### config.mk
export PLATFORM = sky130hd
export DESIGN_NAME = ddr_cmd_arbiter
export DESIGN_NICKNAME = d
export VERILOG_FILES = /design/src/rtl/ddr_cmd_arbiter.sv
export SDC_FILE = /design/constraint.sdc
export NUM_CORES = 1
export LEC_CHECK = 0
export CORE_ASPECT_RATIO = 0.6
export CORE_MARGIN = 4
export CORE_UTILIZATION = 41
export CTS_BUF_LIST = sky130_fd_sc_hd__clkbuf_8
export CTS_CLUSTER_SIZE = 24
export DETAILED_ROUTE_END_ITERATION = 10
export PLACE_DENSITY = 0.83
export SLEW_MARGIN = 15
export SYNTH_ARGS = -nofsm -noshare
export SYNTH_HDL_FRONTEND = slang
export SYNTH_SLANG_ARGS = --single-unit
### constraint.sdc
create_clock -name pci_clk_i -period 2.8 [get_ports pci_clk_i]
set_input_delay 0.56 -clock pci_clk_i [delete_from_list [all_inputs] [get_ports pci_clk_i]]
set_output_delay 0.56 -clock pci_clk_i [all_outputs]
set_load 0.03 [all_outputs]
### src/rtl/ddr_cmd_arbiter.sv
// Round-robin arbiter for the single DDR command port: grants one requester at a
// time, issues its latched burst, waits for completion and returns a done pulse.
module ddr_cmd_arbiter #(
    parameter int NREQ   = 4,
    parameter int ADDR_W = 24,
    parameter int LEN_W  = 6,
    parameter int TMO_W  = 12,
    parameter bit PRIO0  = 1'b1
) (
    input  logic                   pci_clk_i,
    input  logic                   pci_rstn_i,
    input  logic                   init_done_i,
    input  logic [NREQ-1:0]        req_i,
    input  logic [NREQ-1:0]        req_rnw_i,
    input  logic [NREQ*ADDR_W-1:0] req_addr_i,
    input  logic [NREQ*LEN_W-1:0]  req_len_i,
    output logic [NREQ-1:0]        gnt_o,
    output logic [NREQ-1:0]        done_o,
    output logic                   cmd_valid_o,
    input  logic                   cmd_ready_i,
    output logic                   cmd_rnw_o,
    output logic [ADDR_W-1:0]      cmd_addr_o,
    output logic [LEN_W-1:0]       cmd_len_o,
    input  logic                   cmd_done_i,
    output logic                   err_o
);

    localparam logic [1:0] ST_INIT  = 2'd0;
    localparam logic [1:0] ST_IDLE  = 2'd1;
    localparam logic [1:0] ST_ISSUE = 2'd2;
    localparam logic [1:0] ST_BUSY  = 2'd3;
    localparam int IDX_W = (NREQ > 1) ? $clog2(NREQ) : 1;

    logic [1:0]        state_q, state_d;
    logic [NREQ-1:0]   gnt_q, gnt_d, done_q, done_d;
    logic [IDX_W-1:0]  last_q, last_d, win_q, win_d;
    logic              valid_q, valid_d, rnw_q, rnw_d, err_q, err_d;
    logic [ADDR_W-1:0] addr_q, addr_d;
    logic [LEN_W-1:0]  len_q, len_d;
    logic              tmo_hit, finish;

    logic [NREQ-1:0]   hi_mask, pool, sel_oh;
    logic [IDX_W-1:0]  sel_idx;
    logic              sel_rnw;
    logic [ADDR_W-1:0] sel_addr;
    logic [LEN_W-1:0]  sel_len;

    // Requesters above the last winner are searched first, then the wrap-around.
    always_comb begin
        hi_mask = '0;
        for (int i = 0; i < NREQ; i++) hi_mask[i] = (IDX_W'(i) > last_q);
        pool = ((req_i & hi_mask) != '0) ? (req_i & hi_mask) : req_i;
        if (PRIO0 && req_i[0]) pool = {{(NREQ-1){1'b0}}, 1'b1};
        sel_idx  = '0;
        sel_oh   = '0;
        sel_rnw  = 1'b0;
        sel_addr = '0;
        sel_len  = '0;
        for (int i = NREQ-1; i >= 0; i--) begin
            if (pool[i]) begin
                sel_idx   = IDX_W'(i);
                sel_oh    = '0;
                sel_oh[i] = 1'b1;
                sel_rnw   = req_rnw_i[i];
                sel_addr  = req_addr_i[i*ADDR_W +: ADDR_W];
                sel_len   = req_len_i[i*LEN_W +: LEN_W];
            end
        end
    end

    generate
        if (TMO_W > 0) begin : g_wd
            localparam logic [TMO_W-1:0] TMO_LAST = TMO_W'((64'd1 << TMO_W) - 64'd2);
            logic [TMO_W-1:0] tmo_q, tmo_d;
            // Cleared while idle, so every burst starts counting from zero.
            always_comb begin
                tmo_d = tmo_q;
                if (state_q == ST_ISSUE || state_q == ST_BUSY) tmo_d = tmo_q + 1'b1;
                else tmo_d = '0;
            end
            always_ff @(posedge pci_clk_i or negedge pci_rstn_i) begin
                if (!pci_rstn_i) tmo_q <= '0;
                else             tmo_q <= tmo_d;
            end
            assign tmo_hit = (tmo_q == TMO_LAST);
        end else begin : g_no_wd
            assign tmo_hit = 1'b0;
        end
    endgenerate

    always_comb begin
        state_d = state_q;
        gnt_d   = gnt_q;
        done_d  = '0;
        last_d  = last_q;
        win_d   = win_q;
        valid_d = valid_q;
        rnw_d   = rnw_q;
        addr_d  = addr_q;
        len_d   = len_q;
        err_d   = err_q;
        finish  = 1'b0;
        case (state_q)
            ST_INIT: if (init_done_i) state_d = ST_IDLE;
            ST_IDLE: begin
                if (!init_done_i) begin
                    state_d = ST_INIT;
                end else if (req_i != '0) begin
                    gnt_d   = sel_oh;
                    win_d   = sel_idx;
                    rnw_d   = sel_rnw;
                    addr_d  = sel_addr;
                    len_d   = sel_len;
                    valid_d = (sel_len != '0);
                    // Zero-length bursts skip the controller and complete next cycle.
                    state_d = (sel_len != '0) ? ST_ISSUE : ST_BUSY;
                end
            end
            ST_ISSUE: begin
                if (tmo_hit) begin
                    finish = 1'b1;
                    err_d  = 1'b1;
                end else if (cmd_ready_i) begin
                    valid_d = 1'b0;
                    state_d = ST_BUSY;
                end
            end
            ST_BUSY: begin
                if (cmd_done_i || len_q == '0) begin
                    finish = 1'b1;
                end else if (tmo_hit) begin
                    finish = 1'b1;
                    err_d  = 1'b1;
                end
            end
            default: state_d = ST_INIT;
        endcase
        if (finish) begin
            done_d  = gnt_q;
            gnt_d   = '0;
            valid_d = 1'b0;
            last_d  = win_q;
            state_d = ST_IDLE;
        end
    end

    always_ff @(posedge pci_clk_i or negedge pci_rstn_i) begin
        if (!pci_rstn_i) begin
            state_q <= ST_INIT;
            gnt_q   <= '0;
            done_q  <= '0;
            last_q  <= IDX_W'(NREQ-1);
            win_q   <= '0;
            valid_q <= 1'b0;
            rnw_q   <= 1'b0;
            addr_q  <= '0;
            len_q   <= '0;
            err_q   <= 1'b0;
        end else begin
            state_q <= state_d;
            gnt_q   <= gnt_d;
            done_q  <= done_d;
            last_q  <= last_d;
            win_q   <= win_d;
            valid_q <= valid_d;
            rnw_q   <= rnw_d;
            addr_q  <= addr_d;
            len_q   <= len_d;
            err_q   <= err_d;
        end
    end

    assign gnt_o       = gnt_q;
    assign done_o      = done_q;
    assign cmd_valid_o = valid_q;
    assign cmd_rnw_o   = rnw_q;
    assign cmd_addr_o  = addr_q;
    assign cmd_len_o   = len_q;
    assign err_o       = err_q;

endmodule

==> reports/results.txt, run 1 <==
cell accounting for the most synthesized area -> dfrtp_1
register area share after synthesis -> 0.432
GR Layer Usage met1 -> 0.276
core region area -> 0.00801 mm^2
f_max -> 384 MHz
CTS Sinks -> 59
vias per cell -> 5.35
clk buf depth -> 2
post-cts sizing count -> 0
PortBufs -> 173
CTS Hold Bufs -> 0
Area Growth Syn to Fin -> 61.4%
CTS tree -> yes
top-area cell type share of the netlist area -> 0.417
CTS buffer count -> 9
Synth Register Bits -> 59
DRT Pass-1 Iters -> 5
Critical Path Fanout Max -> 8
synthesized area per cell -> 8.88 um^2
total global routing overflow -> 0
hold crit path type -> input pin to async pin
total power -> 0.00450 W
maxcap violations -> 0
dpl hpwl -> 8.70 mm
GR peak layer -> met2
final hold violation count -> 0
Ant. Diodes -> 0
DR iter-0 viols -> 220
num rows -> 25
reg2reg setup slack -> 0.20 ns
crit path time final -> 2.60 ns
Post-synth EDFFs -> 0
Starting Density -> 0.427
die area -> 0.00991 mm^2
clk root buf -> clkbuf_8
Slew @ Worst Pin -> 0.600 ns
register clock-pin slew on the reported worst setup and hold paths -> 0.07 ns
total track usage -> 0.223
clk_skew -> 0.00658 ns
Area contributors post-synth -> dfrtp_1, a221oi_1, a211oi_1
vias in the first global route -> 3,665
ys flop type -> dfrtp_1
Required @ worst endpoint -> 3.04 ns
Ports -> 174
post-CTS setup buffers -> 0
count leader, synth -> dfrtp_1
number of H-tree levels -> 3
P per Cell Area -> 815 mW/mm^2
Max IR drop VDD -> 367 uV
insertion delay to the later sink of the worst-skew pair -> 0.33 ns
cell count after synthesis -> 385
final number of max-transition violations -> 0
origin of the critical flop-to-flop path -> state_q[0]
die height -> 78.7 um
Synth Warn # -> 0
placed cell count -> 658
status -> finished, final reports clean
CP Launch Type -> flip-flop
CP arrival -> 2.84 ns
Netlist cell types -> 42
M3 GR Usage -> 0.0719
Final Setup Violations -> 0
die width -> 126 um
final core utilization -> 0.689
routability cong. -> 0.802
post-synthesis cell area -> 0.00342 mm^2
worst hold slack -> 0.149 ns
global-route wire length before repair -> 17.8 mm
Worst slew margin -> 0.600
largest net degree at the start of global routing -> 44
critical path endpoint category -> flip-flop
Crit Path Category -> flip-flop to flip-flop
Final Cycle Share -> 0.929
Residual DRC -> 0
Leak Pwr -> 2.30 nW
most frequent cells after synthesis -> dfrtp_1, nand2_1, a21oi_1
fraction of layout cells with a size suffix above 1 -> 0.0972
met2 GRT Util -> 0.380
ANT nets after route -> 0
post-synth net total -> 525
worst setup path startpoint -> state_q[0]
WL final -> 10.9 mm
RSZ-0062 raised after global routing -> false
Vias -> 3,607
Fin Setup TNS -> 0 ns
final non-filler cell total -> 674
Async SR Flop Fraction -> 1.00
initial antenna violation count -> 0
WL per Instance -> 16.2 um
layout net count -> 701
## worst max-delay path, cell delays in order (launching register included)
cell,delay [ns]
dfrtp_1,0.44
inv_1,0.11
ha_1,0.29
nor2_1,0.10
or2_0,0.26
o22ai_1,0.48
nand2b_1,0.24
or4b_1,0.44
o21ai_1,0.16
## worst paths after layout
| path | to | cells after the start |
|---|---|---|
| max in group asynchronous | last_q[1] | 2 |
| worst max-delay path | state_q[0] | 8 |
| worst max register to register | state_q[0] | 8 |
| worst min register to register | cmd_addr_o[11] | 2 |
| min in group pci_clk_i | cmd_addr_o[11] | 2 |
| worst min-delay path | g_wd.tmo_q[2] | 1 |
## metrics by stage
stage	instance area [um^2]	worst slack, ns
3_5_place_dp	5340	-0.118
2_1_floorplan	3420	0.700
6_report	5520	0.199
4_1_cts	5520	0.234
3_3_place_gp	5340	-0.0238
5_1_grt	5520	0.0549
## cells by family (layout without fill, tap and decap cells)
group	count (synthesis)	in the layout	share of synthesized area
and+or+nand+nor	100	100	0.142
adders and majority gates	7	7	0.0256
buffers and inverters	62	243	0.0746
AOI/OAI and AO/OA	140	140	0.276
xor gates and xnor gates	7	7	0.0179
DFF	59	59	0.432
muxes	10	10	0.0322
## per-layer routing
metal	vias up	part of all wire
met5	-	0
met4	0	0.011
met3	14	0.074
met2	131	0.50
met1	1715	0.41
li1	1747	-
## flip-flops by register name (all words and copies together), names as in the netlist
name         count
win_q            2
done_o           4
last_q           2
gnt_o            4
cmd_rnw_o        1
cmd_addr_o      24
cmd_valid_o      1
state_q          2
err_o            1
cmd_len_o        6
g_wd.tmo_q      12
## cell usage in the layout (no fill, tap or decap), drive strengths merged, types with 3 or more instances in the layout
cell / netlist / layout
a211oi: 26 / 26
a21oi: 34 / 34
a221oi: 31 / 31
and2: 6 / 6
buf: 8 / 23
clkbuf: 21 / 11
clkdlybuf4s50: 0 / 171
dfrtp: 57 / 57
ha: 7 / 7
inv: 33 / 34
mux2: 8 / 8
nand2: 42 / 42
nand2b: 3 / 3
nand3: 4 / 4
nand4: 4 / 4
nor2: 18 / 18
nor2b: 7 / 7
o21ai: 35 / 35
o31ai: 8 / 8
or3: 5 / 5
xnor2: 3 / 3
xor2: 4 / 4
## final cells by class
class | count | area [um^2]
clock buffers | 11 | 151
clock inverters | 5 | 28.8
fillers | 652 | 2490
inverters | 33 | 124
multi-input cells | 264 | 1700
flip-flops and latches | 59 | 1480
well taps | 108 | 135
repair buffers | 194 | 1900
## report_power, final
group | total, W | switching (W) | internal [W]
clock | 0.000687 | 0.000324 | 0.000363
combinational | 0.00246 | 0.00136 | 0.00110
sequential | 0.00135 | 0.000199 | 0.00115
Note: power is estimated with default switching activity, not from simulation.
==> run 2, diff against run 1 <==
- CAP_MARGIN: unset -> 20
- SKIP_CTS_REPAIR_TIMING: unset -> 1
==> results of run 2 <==
The final DEF is identical to that of run 1; final timing and power are the same.
==> run 3, diff against run 2 <==
- TNS_END_PERCENT: unset -> 100
==> results of run 3 <==
The final DEF is identical to that of run 1; final timing and power are the same.
